===== src/rtl/bus_pkg.sv =====
// Shared types for the Manta bus initiator: default widths, bus snapshot struct, FSM states.
// Latency: n/a (declarations only).
// Backpressure: n/a (declarations only).
package bus_pkg;

  localparam int ADDR_WIDTH_DEF = 16;
  localparam int DATA_WIDTH_DEF = 16;

  // One beat on the core-chain bus at default widths.
  typedef struct packed {
    logic [ADDR_WIDTH_DEF-1:0] addr;
    logic [DATA_WIDTH_DEF-1:0] wdata;
    logic [DATA_WIDTH_DEF-1:0] rdata;
    logic                      rw;
    logic                      valid;
  } bus_t;

  typedef enum logic [1:0] {
    IDLE  = 2'd0,
    ISSUE = 2'd1,
    WAIT  = 2'd2,
    RESP  = 2'd3
  } state_t;

endpackage


===== src/rtl/bus_initiator_if.sv =====
// Signal bundle between host decoder, bus initiator and core chain.
// Latency: n/a (wires only).
// Backpressure: req valid/ready and resp valid/ready; the chain bus has none.
// Ports: req_* (request in), resp_* (response out), *_o chain input bus,
//        *_i chain output bus, stray_o unsolicited-return pulse.
interface bus_initiator_if #(
  parameter int ADDR_WIDTH = 16,
  parameter int DATA_WIDTH = 16
);
  // Host request channel
  logic [ADDR_WIDTH-1:0] req_addr_i;
  logic [DATA_WIDTH-1:0] req_wdata_i;
  logic                  req_rw_i;
  logic                  req_valid_i;
  logic                  req_ready_o;
  // Host response channel
  logic [DATA_WIDTH-1:0] resp_rdata_o;
  logic                  resp_rw_o;
  logic                  resp_timeout_o;
  logic                  resp_valid_o;
  logic                  resp_ready_i;
  // Bus into the first core
  logic [ADDR_WIDTH-1:0] addr_o;
  logic [DATA_WIDTH-1:0] wdata_o;
  logic [DATA_WIDTH-1:0] rdata_o;
  logic                  rw_o;
  logic                  valid_o;
  // Bus from the last core
  logic [ADDR_WIDTH-1:0] addr_i;
  logic [DATA_WIDTH-1:0] wdata_i;
  logic [DATA_WIDTH-1:0] rdata_i;
  logic                  rw_i;
  logic                  valid_i;
  // Diagnostics
  logic                  stray_o;

  modport master (
    input  req_addr_i, req_wdata_i, req_rw_i, req_valid_i, resp_ready_i,
    input  addr_i, wdata_i, rdata_i, rw_i, valid_i,
    output req_ready_o, resp_rdata_o, resp_rw_o, resp_timeout_o, resp_valid_o,
    output addr_o, wdata_o, rdata_o, rw_o, valid_o, stray_o
  );

  modport slave (
    output req_addr_i, req_wdata_i, req_rw_i, req_valid_i, resp_ready_i,
    output addr_i, wdata_i, rdata_i, rw_i, valid_i,
    input  req_ready_o, resp_rdata_o, resp_rw_o, resp_timeout_o, resp_valid_o,
    input  addr_o, wdata_o, rdata_o, rw_o, valid_o, stray_o
  );

endinterface


===== src/rtl/bus_initiator_timeout_counter.sv =====
// Saturating wait-cycle counter; expired_o is high while the count equals TIMEOUT-1.
// Latency: count updates one cycle after enable; expired_o decodes the register directly.
// Backpressure: none; clear_i has priority over enable_i.
// Ports: clk, rst_n, clear_i (zero the count), enable_i (count up), expired_o.
module timeout_counter #(
  parameter int TIMEOUT = 256
) (
  input  logic clk,
  input  logic rst_n,
  input  logic clear_i,
  input  logic enable_i,
  output logic expired_o
);

  localparam int CW = $clog2(TIMEOUT);

  logic [CW-1:0] cnt_q;
  logic [CW-1:0] cnt_d;

  assign expired_o = (cnt_q == CW'(TIMEOUT - 1));

  // Stops at TIMEOUT-1 so the count never wraps back to a non-expired value.
  always_comb begin
    cnt_d = cnt_q;
    if (clear_i) begin
      cnt_d = '0;
    end else if (enable_i && !expired_o) begin
      cnt_d = cnt_q + 1'b1;
    end
  end

  always_ff @(posedge clk or negedge rst_n) begin
    if (!rst_n) begin
      cnt_q <= '0;
    end else begin
      cnt_q <= cnt_d;
    end
  end

endmodule


===== src/rtl/bus_initiator.sv =====
// Front-end master for the Manta core chain: one request in flight, driven as a one-cycle
// bus beat, matched on return (addr+rw), answered with rdata or a timeout flag.
// Latency: resp_valid_o rises 2 cycles after the chain returns valid_i (N+3 for loopback).
// Backpressure: req_ready_o low from acceptance until the response handshake completes;
//               resp_* held stable until resp_ready_i is sampled high.
// Ports: clk, rst_n, bif (bus_initiator_if.master: request, response, chain in/out, stray).
module bus_initiator
  import bus_pkg::*;
#(
  parameter int ADDR_WIDTH = ADDR_WIDTH_DEF,
  parameter int DATA_WIDTH = DATA_WIDTH_DEF,
  parameter int TIMEOUT    = 256
) (
  input  logic            clk,
  input  logic            rst_n,
  bus_initiator_if.master bif
);

  state_t state_q;

  // Latched request
  logic [ADDR_WIDTH-1:0] addr_q;
  logic [DATA_WIDTH-1:0] wdata_q;
  logic                  rw_q;

  // Returning bus, registered before it is examined
  logic [ADDR_WIDTH-1:0] in_addr_q;
  logic [DATA_WIDTH-1:0] in_rdata_q;
  logic                  in_rw_q;
  logic                  in_valid_q;

  // Registered outputs
  logic                  req_ready_q;
  logic [DATA_WIDTH-1:0] resp_rdata_q;
  logic                  resp_rw_q;
  logic                  resp_timeout_q;
  logic                  resp_valid_q;
  logic [ADDR_WIDTH-1:0] bus_addr_q;
  logic [DATA_WIDTH-1:0] bus_wdata_q;
  logic                  bus_rw_q;
  logic                  bus_valid_q;
  logic                  stray_q;

  logic match;
  logic expired;
  logic unused_wdata;

  // Write data coming back from the chain carries no information for the host.
  assign unused_wdata = ^bif.wdata_i;

  assign match = in_valid_q && (in_addr_q == addr_q) && (in_rw_q == rw_q);

  timeout_counter #(
    .TIMEOUT (TIMEOUT)
  ) u_timeout (
    .clk      (clk),
    .rst_n    (rst_n),
    .clear_i  (state_q == ISSUE),
    .enable_i (state_q == WAIT),
    .expired_o(expired)
  );

  always_ff @(posedge clk or negedge rst_n) begin
    if (!rst_n) begin
      state_q        <= IDLE;
      addr_q         <= '0;
      wdata_q        <= '0;
      rw_q           <= 1'b0;
      in_addr_q      <= '0;
      in_rdata_q     <= '0;
      in_rw_q        <= 1'b0;
      in_valid_q     <= 1'b0;
      req_ready_q    <= 1'b0;
      resp_rdata_q   <= '0;
      resp_rw_q      <= 1'b0;
      resp_timeout_q <= 1'b0;
      resp_valid_q   <= 1'b0;
      bus_addr_q     <= '0;
      bus_wdata_q    <= '0;
      bus_rw_q       <= 1'b0;
      bus_valid_q    <= 1'b0;
      stray_q        <= 1'b0;
    end else begin
      // Bus beat defaults to all-zero; only the IDLE->ISSUE edge loads it.
      bus_addr_q  <= '0;
      bus_wdata_q <= '0;
      bus_rw_q    <= 1'b0;
      bus_valid_q <= 1'b0;

      in_addr_q  <= bif.addr_i;
      in_rdata_q <= bif.rdata_i;
      in_rw_q    <= bif.rw_i;
      in_valid_q <= bif.valid_i;

      // Any returned beat that does not complete the outstanding transaction.
      stray_q <= in_valid_q && !((state_q == WAIT) && match);

      case (state_q)
        IDLE: begin
          if (bif.req_valid_i && req_ready_q) begin
            addr_q      <= bif.req_addr_i;
            wdata_q     <= bif.req_wdata_i;
            rw_q        <= bif.req_rw_i;
            bus_addr_q  <= bif.req_addr_i;
            bus_wdata_q <= bif.req_wdata_i;
            bus_rw_q    <= bif.req_rw_i;
            bus_valid_q <= 1'b1;
            req_ready_q <= 1'b0;
            state_q     <= ISSUE;
          end else begin
            req_ready_q <= 1'b1;
          end
        end

        ISSUE: begin
          state_q <= WAIT;
        end

        WAIT: begin
          // Match is tested first so a return on the last allowed cycle still completes.
          if (match) begin
            resp_rdata_q   <= rw_q ? '0 : in_rdata_q;
            resp_rw_q      <= rw_q;
            resp_timeout_q <= 1'b0;
            resp_valid_q   <= 1'b1;
            state_q        <= RESP;
          end else if (expired) begin
            resp_rdata_q   <= '0;
            resp_rw_q      <= rw_q;
            resp_timeout_q <= 1'b1;
            resp_valid_q   <= 1'b1;
            state_q        <= RESP;
          end
        end

        RESP: begin
          if (bif.resp_ready_i) begin
            resp_valid_q <= 1'b0;
            req_ready_q  <= 1'b1;
            state_q      <= IDLE;
          end
        end

        default: begin
          state_q <= IDLE;
        end
      endcase
    end
  end

  assign bif.req_ready_o    = req_ready_q;
  assign bif.resp_rdata_o   = resp_rdata_q;
  assign bif.resp_rw_o      = resp_rw_q;
  assign bif.resp_timeout_o = resp_timeout_q;
  assign bif.resp_valid_o   = resp_valid_q;
  assign bif.addr_o         = bus_addr_q;
  assign bif.wdata_o        = bus_wdata_q;
  assign bif.rw_o           = bus_rw_q;
  assign bif.valid_o        = bus_valid_q;
  assign bif.stray_o        = stray_q;
  // The initiator never supplies read data into the chain.
  assign bif.rdata_o        = '0;

endmodule


===== src/flat_wrapper.sv =====
// flat-port wrapper written by rule: the top's interface ports become plain ports
module bus_initiator_flat import bus_pkg::*;
#(
  parameter int ADDR_WIDTH = ADDR_WIDTH_DEF,
  parameter int DATA_WIDTH = DATA_WIDTH_DEF,
  parameter int TIMEOUT    = 256
)
  (clk, rst_n, bif_req_addr_i, bif_req_wdata_i, bif_req_rw_i, bif_req_valid_i, bif_resp_ready_i, bif_addr_i, bif_wdata_i, bif_rdata_i, bif_rw_i, bif_valid_i, bif_req_ready_o, bif_resp_rdata_o, bif_resp_rw_o, bif_resp_timeout_o, bif_resp_valid_o, bif_addr_o, bif_wdata_o, bif_rdata_o, bif_rw_o, bif_valid_o, bif_stray_o);
  bus_initiator_if #(.ADDR_WIDTH(ADDR_WIDTH), .DATA_WIDTH(DATA_WIDTH)) bif_i ();
  input  logic clk;
  input  logic rst_n;
  input wire logic [$bits(bif_i.req_addr_i)-1:0] bif_req_addr_i;
  input wire logic [$bits(bif_i.req_wdata_i)-1:0] bif_req_wdata_i;
  input wire logic [$bits(bif_i.req_rw_i)-1:0] bif_req_rw_i;
  input wire logic [$bits(bif_i.req_valid_i)-1:0] bif_req_valid_i;
  input wire logic [$bits(bif_i.resp_ready_i)-1:0] bif_resp_ready_i;
  input wire logic [$bits(bif_i.addr_i)-1:0] bif_addr_i;
  input wire logic [$bits(bif_i.wdata_i)-1:0] bif_wdata_i;
  input wire logic [$bits(bif_i.rdata_i)-1:0] bif_rdata_i;
  input wire logic [$bits(bif_i.rw_i)-1:0] bif_rw_i;
  input wire logic [$bits(bif_i.valid_i)-1:0] bif_valid_i;
  output wire logic [$bits(bif_i.req_ready_o)-1:0] bif_req_ready_o;
  output wire logic [$bits(bif_i.resp_rdata_o)-1:0] bif_resp_rdata_o;
  output wire logic [$bits(bif_i.resp_rw_o)-1:0] bif_resp_rw_o;
  output wire logic [$bits(bif_i.resp_timeout_o)-1:0] bif_resp_timeout_o;
  output wire logic [$bits(bif_i.resp_valid_o)-1:0] bif_resp_valid_o;
  output wire logic [$bits(bif_i.addr_o)-1:0] bif_addr_o;
  output wire logic [$bits(bif_i.wdata_o)-1:0] bif_wdata_o;
  output wire logic [$bits(bif_i.rdata_o)-1:0] bif_rdata_o;
  output wire logic [$bits(bif_i.rw_o)-1:0] bif_rw_o;
  output wire logic [$bits(bif_i.valid_o)-1:0] bif_valid_o;
  output wire logic [$bits(bif_i.stray_o)-1:0] bif_stray_o;
  assign bif_i.req_addr_i = bif_req_addr_i;
  assign bif_i.req_wdata_i = bif_req_wdata_i;
  assign bif_i.req_rw_i = bif_req_rw_i;
  assign bif_i.req_valid_i = bif_req_valid_i;
  assign bif_i.resp_ready_i = bif_resp_ready_i;
  assign bif_i.addr_i = bif_addr_i;
  assign bif_i.wdata_i = bif_wdata_i;
  assign bif_i.rdata_i = bif_rdata_i;
  assign bif_i.rw_i = bif_rw_i;
  assign bif_i.valid_i = bif_valid_i;
  assign bif_req_ready_o = bif_i.req_ready_o;
  assign bif_resp_rdata_o = bif_i.resp_rdata_o;
  assign bif_resp_rw_o = bif_i.resp_rw_o;
  assign bif_resp_timeout_o = bif_i.resp_timeout_o;
  assign bif_resp_valid_o = bif_i.resp_valid_o;
  assign bif_addr_o = bif_i.addr_o;
  assign bif_wdata_o = bif_i.wdata_o;
  assign bif_rdata_o = bif_i.rdata_o;
  assign bif_rw_o = bif_i.rw_o;
  assign bif_valid_o = bif_i.valid_o;
  assign bif_stray_o = bif_i.stray_o;
  bus_initiator #(.ADDR_WIDTH(ADDR_WIDTH), .DATA_WIDTH(DATA_WIDTH), .TIMEOUT(TIMEOUT)) u_core (.clk(clk), .rst_n(rst_n), .bif(bif_i));
endmodule

===== config.mk =====
export PLATFORM = sky130hd
export DESIGN_NAME = bus_initiator_flat
export DESIGN_NICKNAME = d
export VERILOG_FILES = /design/src/rtl/bus_pkg.sv /design/src/rtl/bus_initiator_if.sv /design/src/rtl/bus_initiator_timeout_counter.sv /design/src/rtl/bus_initiator.sv /design/src/flat_wrapper.sv
export SDC_FILE = /design/constraint.sdc
export NUM_CORES = 1
export LEC_CHECK = 0
export BUFFER_PORTS_ARGS = -buffer_cell sky130_fd_sc_hd__buf_4
export CELL_PAD_IN_SITES_DETAIL_PLACEMENT = 1
export CELL_PAD_IN_SITES_GLOBAL_PLACEMENT = 2
export CORE_MARGIN = 3
export CORE_UTILIZATION = 34
export DETAILED_ROUTE_END_ITERATION = 7
export GPL_TIMING_DRIVEN = 0
export HOLD_SLACK_MARGIN = 0.03
export PLACE_DENSITY_LB_ADDON = 0.1
export SETUP_SLACK_MARGIN = 0.3
export SKIP_LAST_GASP = 1
export SLEW_MARGIN = 20
export SYNTH_ARGS = -nofsm -noshare
export SYNTH_HDL_FRONTEND = slang
export SYNTH_HIERARCHICAL = 1
export SYNTH_SLANG_ARGS = --single-unit
export TNS_END_PERCENT = 10

===== constraint.sdc =====
create_clock -name clk -period 4 [get_ports clk]
set_clock_uncertainty 0.15 [all_clocks]
set_input_delay 0.2 -clock clk [delete_from_list [all_inputs] [get_ports clk]]
set_output_delay 0.2 -clock clk [all_outputs]
set_load 0.05 [all_outputs]

# [Word level (Yosys, flattened, before mapping)]
# Index checks and enable logic that the tools add are counted.
[word_totals] regBits=116 elab_cells=74
[op_classes] n_eq_ne=9 n_reduce_logical=18 muxes=28 addsub=1
[ops] operator="$mux 16" count=7
[ops] operator="$eq 16x16->1" count=1
[ops] operator="$mux 8" count=2
[ops] operator="$mux 1" count=12
[ops] operator="$add 8x1->8 const B" count=1
[ops] operator="$eq 8x8->1 const B" count=1
[ops] operator="$mux 2" count=4
[ops] operator="$pmux 2 s4" count=1
[ops] operator="$reduce_bool 2->1" count=4
[ops] operator="$logic_and 1x1->1" count=6
[ops] operator="$reduce_and 2->1" count=3
[ops] operator="$reduce_and 3->1" count=2
[ops] operator="$eq 2x2->1 const B" count=2
[ops] operator="$pmux 1 s2" count=2
[ops] operator="$ne 3x1->1 const B" count=1
[ops] operator="$eq 2x1->1 const B" count=1
[ops] operator="$logic_not 1->1" count=2
[ops] operator="$logic_not 2->1" count=1
[ops] operator="$ne 2x1->1 const B" count=1
[ops] operator="$ne 2x2->1 const B" count=1
[ops] operator="$eq 1x1->1" count=1

# [Depth between registers and ports, before layout]
# Gate-level depths: netlist of the first run.
[depth] ltp_word=6 mapped_depth=8

# [By module]
# Netlist of the first run, hierarchy kept.
[by_module_without_submodules] mod="bus_initiator" seq_area_each_um2=2702.6 cells_each=335 area_each_um2=4129.0 instances=1
[by_module_without_submodules] mod="timeout_counter" seq_area_each_um2=200.2 cells_each=47 area_each_um2=469.2 instances=1

# [Worst setup path before layout of the first run]
# OpenSTA, ideal clock, no wires.
[synth_path] path_kind="reg2reg" start="register u_core.state_q[0]" end="register u_core.resp_rdata_q[10], in the netlist u_core/bif.resp_rdata_o[10]" period_less_slack_ns=1.934 required_ns=3.781 slack_ns=2.066 path_stages_with_launch=9 t_arrival_ns=1.715 path_cell_list="dfrtp_1 > inv_1 > ha_1 > clkbuf_1 > inv_1 > nor2_1 > buf_2 > nand4_1 > nand3_1"
[synth_between] elab_chain_len=2
[synth_lines] item="start: declaration" line="bus_initiator.sv:19" source="state_t state_q;"
[synth_lines] item="start signal: assignment" line="bus_initiator.sv:65" source="state_q <= IDLE;"
[synth_lines] item="start signal: assignment" line="bus_initiator.sv:109" source="state_q <= ISSUE;"
[synth_lines] item="start signal: assignment" line="bus_initiator.sv:116" source="state_q <= WAIT;"
[synth_lines] item="$eq 2x2->1" line="bus_initiator.sv:98" source="case (state_q)"
[synth_lines] item="$reduce_and 2->1 (no line)"
[synth_lines] item="end signal: assignment" line="bus_initiator.sv:122" source="resp_rdata_q <= rw_q ? '0 : in_rdata_q;"
[synth_lines] item="end: declaration" line="bus_initiator.sv:34" source="logic [DATA_WIDTH-1:0] resp_rdata_q;"
# Every way passes these cells.
# A chain may end at the register's enable or synchronous reset.

# [Worst setup path after layout of the first run]
[layout_path] start="register u_core.state_q[0]" end="register u_core.resp_rdata_q[13], in the netlist u_core/bif.resp_rdata_o[13]"
# Same word-level chain as after synthesis.

==> results of run 1 <==
synth_stat cells (all sizes together):
master	number	area [µm²]
o32ai	1	8.76
o311ai	1	16.3
nor2b	20	125
ha	5	62.6
a21o	17	129
o211ai	2	15.0
nor4	1	6.26
and4	2	21.3
or3	2	12.5
inv	5	18.8
buf	22	174
nor3b	1	7.51
o21ai	17	85.1
conb	1	3.75
nand4	22	138
mux2	2	26.3
a211oi	4	30.0
o22a	1	8.76
dfrtp	116	2900
clkbuf	11	41.3
and3	2	12.5
a31oi	4	25.0
mux2i	2	20.0
a211o	1	10.0
a21oi	7	38.8
nand2	26	97.6
and2	34	214
xor2	4	35.0
nor4b	1	8.76
xnor2	13	114
o21bai	2	15.0
nor3	3	20.0
nand2b	2	12.5
nor2	5	18.8
a21boi	2	18.8
nand3	21	105
metrics by stage:
| step | cell area [µm²] | hold WS, ns |
|---|---|---|
| 2_1_floorplan | 4650 | -0.246 |
| 3_3_place_gp | 5810 | 0.160 |
| 3_5_place_dp | 5840 | -0.0125 |
| 4_1_cts | 7140 | 0.129 |
| 5_1_grt | 7140 | 0.152 |
| 6_report | 7140 | 0.132 |
flip-flops by register name (all words and copies together), names as in the netlist, 2 cells and up:
register	flops
u_core/in_rdata_q	16
u_core/addr_q	16
u_core/bif.resp_rdata_o	16
u_core/bif.addr_o	16
u_core/u_timeout/cnt_q	8
u_core/state_q	2
u_core/bif.wdata_o	16
u_core/in_addr_q	16
layout make-up:
type | count | area [µm²]
Clock buffer | 23 | 488
Buffer | 33 | 215
Fill cell | 1367 | 5790
Timing Repair Buffer | 195 | 1660
Multi-Input combinational cell | 243 | 1520
Tap cell | 172 | 215
Sequential cell | 116 | 2900
Inverter | 5 | 18.8
Clock inverter | 8 | 124
power by group through the flow:
stage | combinational [mW] | sequential, mW | clock [mW]
floorplan | 0.548 | 1.71 | 0
global placement | 1.09 | 1.50 | 0
detailed placement | 1.12 | 1.50 | 0
CTS | 1.18 | 1.48 | 1.59
global route | 1.28 | 1.51 | 1.66
finish | 1.17 | 1.48 | 1.55
per-layer routing:
| metal | track usage (%) | vias up |
|---|---|---|
| met3 | 7.14 | 12 |
| met2 | 30.9 | 102 |
| met1 | 21.6 | 1794 |
| met4 | 6.51 | 0 |
| li1 | - | 1738 |
| met5 | 0 | - |
worst max-delay path: cells and delay by family (launching register included):
kind	cells	cell delay [ns]
and+or+nand+nor	2	0.27
DFF	1	0.40
adders and majority gates	1	0.29
buffers and inverters	5	1.34
timing repair:
action,in CTS,in global routing
buffers inserted,0,0
hold endpoints to repair,201,0
hold buffers,69,0
final timing paths:
| kind | to | cells past startpoint |
|---|---|---|
| hold reg to reg | u_core/addr_q[14] | 1 |
| hold / removal | u_core/u_timeout/cnt_q[6] | 2 |
| max in group asynchronous | u_core/rw_q | 3 |
| setup reg to reg | u_core/bif.resp_rdata_o[13] | 8 |
| min in group clk | u_core/state_q[0] | 5 |
| setup / recovery | u_core/bif.resp_rdata_o[13] | 8 |
cell families (layout without fill, tap and decap cells):
family | count (synthesis) | count (layout) | share of synthesized area, %
mux | 4 | 4 | 1.01
compound gates | 59 | 59 | 8.71
other cells | 1 | 16 | 0.0816
fa+ha+maj | 5 | 5 | 1.36
simple gates | 142 | 142 | 17.4
flops | 116 | 116 | 63.1
xor+xnor | 17 | 17 | 3.24
buf+inv | 38 | 264 | 5.09
placed cells by master, fill, tap and decap left out, types with 5 or more instances in the layout:
cell type,netlist,routed
sky130_fd_sc_hd__a21o_1,16,16
sky130_fd_sc_hd__a21oi_1,6,6
sky130_fd_sc_hd__and2_1,33,33
sky130_fd_sc_hd__buf_4,18,142
sky130_fd_sc_hd__clkbuf_1,11,13
sky130_fd_sc_hd__clkbuf_16,0,17
sky130_fd_sc_hd__conb_1,1,16
sky130_fd_sc_hd__dfrtp_1,116,116
sky130_fd_sc_hd__dlygate4sd3_1,0,69
sky130_fd_sc_hd__ha_1,5,5
sky130_fd_sc_hd__inv_1,5,5
sky130_fd_sc_hd__nand2_1,26,26
sky130_fd_sc_hd__nand3_1,21,21
sky130_fd_sc_hd__nand4_1,22,22
sky130_fd_sc_hd__nor2_1,5,5
sky130_fd_sc_hd__nor2b_1,20,20
sky130_fd_sc_hd__o21ai_0,7,7
sky130_fd_sc_hd__o21ai_1,10,10
sky130_fd_sc_hd__xnor2_1,13,13
==> results.sh, run 1 <==
export IMPL_worst_r2r_startpoint="u_core/state_q[0]"
export IMPL_grt_pass1_vias=4000
export IMPL_gr_total_overflow=0
export IMPL_synth_cell_type_count=46
export IMPL_crit_path_max_fanout=10
export IMPL_post_cts_resized=0
export IMPL_critical_path_top_cell_by_count="sky130_fd_sc_hd__clkbuf_1"
export IMPL_rrSetupSlack_ns=1.49
export IMPL_critPathLaunch="u_core/state_q[0]"
export IMPL_power_density_nw_per_um2=589
export IMPL_synth_warnings=6
export IMPL_initialDrtViolationCount=161
export IMPL_area_growth_synth_to_finish_pct=55.3
export IMPL_cp_cell_sequence="inv_1 > ha_1 > clkbuf_1 > inv_1 > clkbuf_1 > clkbuf_1 > nand2_1 > nand3_1"
export IMPL_finalNetCount=703
export IMPL_endpoint_kind="flip-flop"
export IMPL_n_antenna_cell=0
export IMPL_num_vias=3646
export IMPL_finalWorstPathRequiredPeriod_ns=2.51
export IMPL_worstHoldPathType="in -> async"
export IMPL_die_width_um=122
export IMPL_setup_ws_ns=1.49
export IMPL_preCtsSetupSlack_ns=1.50
export IMPL_critPathSlowestCell="sky130_fd_sc_hd__clkbuf_1"
export IMPL_timing_critical_path_arrival_ns=2.69
export IMPL_post_route_wl_um=12800
export IMPL_dpl_cell_count=695
export IMPL_avgRoutedWirePerCell_um=16.1
export IMPL_number_of_antenna_violations_at_the_first_check_in_global_routing=0
export IMPL_drt_pass1_iter_count=4
export IMPL_cts_tree="done"
export IMPL_dpl_hpwl_um=8030
export IMPL_p_seq_share_pct=35.3
export IMPL_routed_top_layer="met4"
export IMPL_clk_latency_ns=0.41
export IMPL_synth_seq_area_share_pct=63.1
export IMPL_swShare_pct=31.8
export IMPL_cts_reportedPaths_clkPinSlew_ns=0.05
export IMPL_cap_violations=0
export IMPL_std_cell_rows=41
export IMPL_finalSetupViolations=0
export IMPL_finalMaxSlewViolations=0
export IMPL_fp_dieArea_um2=15000
export IMPL_leakage_power_figure_nw=3.42
export IMPL_cts_buffers=17
export IMPL_layout_worst_path_cycle_share_pct=62.7
export IMPL_grt_first_pass_wirelength_um=20900
export IMPL_clock_fmax_ghz=0.399
export IMPL_finalHoldViolCount=0
export IMPL_worstMarginPinSlew_ns=0.780
export IMPL_die_height_um=122
export IMPL_p_comb_share_pct=27.7
export IMPL_boundaryPins=158
export IMPL_dr_wl_met2_um=6570
export IMPL_post_route_drc_count=0
export IMPL_core_area_um2=12900
export IMPL_power_frac_clock_pct=37.0
export IMPL_worst_setup_path_start_kind="flip-flop"
export IMPL_clock_sinks=116
export IMPL_routedLengthMet1_um=5240
export IMPL_status="finished, final reports clean"
export IMPL_grt_start_max_net_pins=80
export IMPL_avgSynthCellArea_um2=12.0
export IMPL_initial_utilization_pct=35.6
export IMPL_unrepaired_setup_endpoints_after_global_routing="no"
export IMPL_crit_path_max_incr_delay_ns=0.46
export IMPL_route_met3_wl_um=786
export IMPL_final_core_util_pct=55.2
export IMPL_cts_root_to_sink_buffers=2
export IMPL_setup_tns_ns=0
export IMPL_required_ns=4.18
export IMPL_root_buffer="sky130_fd_sc_hd__clkbuf_16"
export IMPL_p_switching_mw=1.34
export IMPL_gp_routability_congestion=0.738
export IMPL_antenna_violating_nets_post_route=0
export IMPL_drive_above_1_share_pct=30.2
export IMPL_netlist_area_um2=4600
export IMPL_power_total_mw=4.21
export IMPL_ys_seq_elements=116
export IMPL_grt_total_usage_pct=18.4
export IMPL_port_buffers=125
export IMPL_layoutNonFillerInstCount=795
export IMPL_path_class="reg -> reg"
export IMPL_route_detailed_vias_per_inst=4.59
export IMPL_vdd_ir_drop_worst_mv=0.349
export IMPL_cellInternalPower_mw=2.87
export IMPL_synthCells=382
export IMPL_cts_max_level=4
export IMPL_worst_slew_margin_rel_pct=47.7
No activity file was read; power rests on OpenSTA's default activity.
==> inputs of run 2 (changes only) <==
--- a/config.mk
+++ b/config.mk
@@ -9,7 +9,7 @@
 export CELL_PAD_IN_SITES_DETAIL_PLACEMENT = 1
 export CELL_PAD_IN_SITES_GLOBAL_PLACEMENT = 2
 export CORE_MARGIN = 3
-export CORE_UTILIZATION = 34
+export CORE_UTILIZATION = 28
 export DETAILED_ROUTE_END_ITERATION = 7
 export GPL_TIMING_DRIVEN = 0
 export HOLD_SLACK_MARGIN = 0.03
==> constraint.sdc (replaced) <==
create_clock -name clk -period 2.2 [get_ports clk]
set_clock_uncertainty 0.15 [all_clocks]
set_input_delay 0.11 -clock clk [delete_from_list [all_inputs] [get_ports clk]]
set_output_delay 0.11 -clock clk [all_outputs]
set_load 0.05 [all_outputs]
==> run 2 against run 1 <==
Combinational power is 100% higher. Wire length is 2.5% higher. Total power is 84% higher. Core utilization is 8.8 points lower. Setup slack worse by 1.2 ns. Clock power is 70% higher.
==> results.sh, run 2 (synthesized netlist as in run 1, its figures left out) <==
export IMPL_status="finished, final reports clean"
export IMPL_swShare_pct=34.3
export IMPL_finalNetCount=717
export IMPL_endpoint_kind="flip-flop"
export IMPL_grt_start_max_net_pins=66
export IMPL_route_detailed_vias_per_inst=4.34
export IMPL_worst_r2r_cell_count=7
export IMPL_drt_pass1_iter_count=4
export IMPL_post_route_drc_count=0
export IMPL_stdcell_area_um2=7420
export IMPL_clock_fmax_ghz=0.520
export IMPL_fillerInstances=1750
export IMPL_mostFrequentLayoutCell="sky130_fd_sc_hd__buf_4"
export IMPL_finalWorstPathRequiredPeriod_ns=1.92
export IMPL_area_growth_synth_to_finish_pct=61.5
export IMPL_layout_area_seq_um2=2900
export IMPL_die_width_um=134
export IMPL_gr_total_overflow=0
export IMPL_root_buffer="sky130_fd_sc_hd__clkbuf_16"
export IMPL_post_route_wl_um=13100
export IMPL_dpl_hpwl_um=8510
export IMPL_boundaryPins=158
export IMPL_cts_buffers=17
export IMPL_die_height_um=134
export IMPL_vdd_ir_drop_worst_mv=0.565
export IMPL_port_buffers=125
export IMPL_leakage_power_figure_nw=3.52
export IMPL_worst_r2r_startpoint="u_core/in_addr_q[4]"
export IMPL_cap_violations=0
export IMPL_cts_max_level=4
export IMPL_drive_above_1_share_pct=36.1
export IMPL_n_antenna_cell=0
export IMPL_preCtsSetupSlack_ns=-0.393
export IMPL_cts_root_to_sink_buffers=2
export IMPL_power_frac_clock_pct=34.2
export IMPL_cts_tree="done"
export IMPL_unrepaired_setup_endpoints_after_global_routing="yes"
export IMPL_finalHoldViolCount=0
export IMPL_fp_dieArea_um2=18000
export IMPL_cts_reportedPaths_clkPinSlew_ns=0.06
export IMPL_path_class="reg -> reg"
export IMPL_gp_routability_congestion=0.731
export IMPL_finalMaxSlewViolations=0
export IMPL_avgRoutedWirePerCell_um=15.3
export IMPL_rrSetupSlack_ns=0.28
export IMPL_initial_utilization_pct=28.7
export IMPL_grt_pass1_vias=4021
export IMPL_number_of_antenna_violations_at_the_first_check_in_global_routing=0
export IMPL_required_ns=2.34
export IMPL_num_vias=3710
export IMPL_cellInternalPower_mw=5.07
export IMPL_crit_path_max_fanout=10
export IMPL_timing_critical_path_arrival_ns=2.07
export IMPL_clock_sinks=116
export IMPL_placedInstanceArea_um2=5900
export IMPL_clk_latency_ns=0.42
export IMPL_multi_input_area_um2=1610
export IMPL_mostFrequentLayoutCells="sky130_fd_sc_hd__buf_4, sky130_fd_sc_hd__dfrtp_1, sky130_fd_sc_hd__dlygate4sd3_1"
export IMPL_worstHoldPathType="in -> async"
export IMPL_std_cell_rows=46
export IMPL_setup_ws_ns=0.276
export IMPL_worst_setup_path_start_kind="flip-flop"
export IMPL_worst_slew_margin_rel_pct=57.4
export IMPL_grt_total_usage_pct=15.1
export IMPL_antenna_violating_nets_post_route=0
export IMPL_grt_first_pass_wirelength_um=21000
export IMPL_p_switching_mw=2.65
export IMPL_initialDrtViolationCount=159
export IMPL_p_comb_share_pct=30.8
export IMPL_worstMarginPinSlew_ns=0.639
export IMPL_finalSetupViolations=0
export IMPL_power_density_nw_per_um2=1040
export IMPL_core_area_um2=16000
export IMPL_layout_worst_path_cycle_share_pct=87.5
export IMPL_p_seq_share_pct=35.0
export IMPL_critical_path_reg2reg_endpoint="u_core/bif.resp_rdata_o[8]"
## run 2: changes by cell type in the layout (fill, tap and decap cells not counted), moves of 4 or more
cell | previous run | this run
sky130_fd_sc_hd__buf_4 | 142 | 153
sky130_fd_sc_hd__clkbuf_1 | 13 | 3
sky130_fd_sc_hd__clkbuf_4 | 0 | 5
sky130_fd_sc_hd__clkinvlp_4 | 2 | 6
sky130_fd_sc_hd__inv_6 | 0 | 4
## run 2: timing repair
action                                  in CTS  in global routing
endpoints found under the hold margin      151                  0
setup buffers                               12                  1
gates cloned                                 0                  0
hold buffers                                70                  0
gates resized for setup                     35                 12
pin swaps                                   13                  3
endpoints found under the setup margin      73                 49
## run 2: worst max-delay path, stage by stage, from the launching register on
cell and delay, ns:
sky130_fd_sc_hd__dfrtp_1 0.40, sky130_fd_sc_hd__xnor2_2 0.18, sky130_fd_sc_hd__nand4_1 0.15, sky130_fd_sc_hd__or3_1 0.39, sky130_fd_sc_hd__buf_6 0.15, sky130_fd_sc_hd__buf_6 0.15
sky130_fd_sc_hd__o21ai_2 0.13, sky130_fd_sc_hd__nand3_1 0.10
## run 2: how the worst max path moves through the flow
stage	cells past startpoint	to	startpoint	slack, ns
global placement	7	u_core/addr_q[12]	u_core/state_q[1]	-0.32
finish	7	u_core/bif.resp_rdata_o[8]	u_core/in_addr_q[4]	0.28
floorplan	8	u_core/bif.resp_rdata_o[10]	u_core/state_q[0]	0.34
global route	7	u_core/addr_q[3]	u_core/state_q[1]	0.18
detailed placement	7	u_core/addr_q[6]	u_core/state_q[1]	-0.39
CTS	7	u_core/bif.resp_rdata_o[8]	u_core/in_addr_q[7]	0.29
## run 2: power groups by stage
| stage | clock network [mW] | logic (mW) | registers (mW) |
|---|---|---|---|
| 6_report | 2.64 | 2.38 | 2.70 |
| 5_1_grt | 2.83 | 2.59 | 2.74 |
| 4_1_cts | 2.71 | 2.36 | 2.70 |
| 3_5_place_dp | 0 | 2.05 | 2.74 |
| 3_3_place_gp | 0 | 2.00 | 2.72 |
| 2_1_floorplan | 0 | 1.00 | 3.10 |
## run 2: layer usage
metal  GRT usage [%]  part of all wire [%]  wire length [µm]  vias to the layer above
li1                -                     -                 -                     1779
met1            17.8                    42              5470                     1809
met2            25.0                    50              6510                      105
met3            5.44                   6.8               889                       17
met4            6.05                   1.8               233                        0
met5               0                     0                 0                        -
## run 2: per-stage QoR
step | utilization, % | TNS, ns | hold WS, ns | instances | total power [mW]
2_1_floorplan | - | 0 | -0.336 | 397 | 4.11
3_3_place_gp | 36.7 | -9.73 | 0.0694 | 738 | 4.73
3_5_place_dp | 36.9 | -12.84 | 0.00815 | 739 | 4.79
4_1_cts | 46.1 | 0 | 0.138 | 853 | 7.77
5_1_grt | 46.4 | 0 | 0.157 | 854 | 8.16
6_report | 46.4 | 0 | 0.110 | 854 | 7.72
## run 2: area by class of cell
class,instances,area share (%)
Clock buffer,19,5.97
Sequential cell,116,39.1
Clock inverter,13,1.67
Buffer,33,3.62
Inverter,5,0.286
Timing Repair Buffer,209,24.0
Multi-Input combinational cell,243,21.7
Tap cell,216,3.64
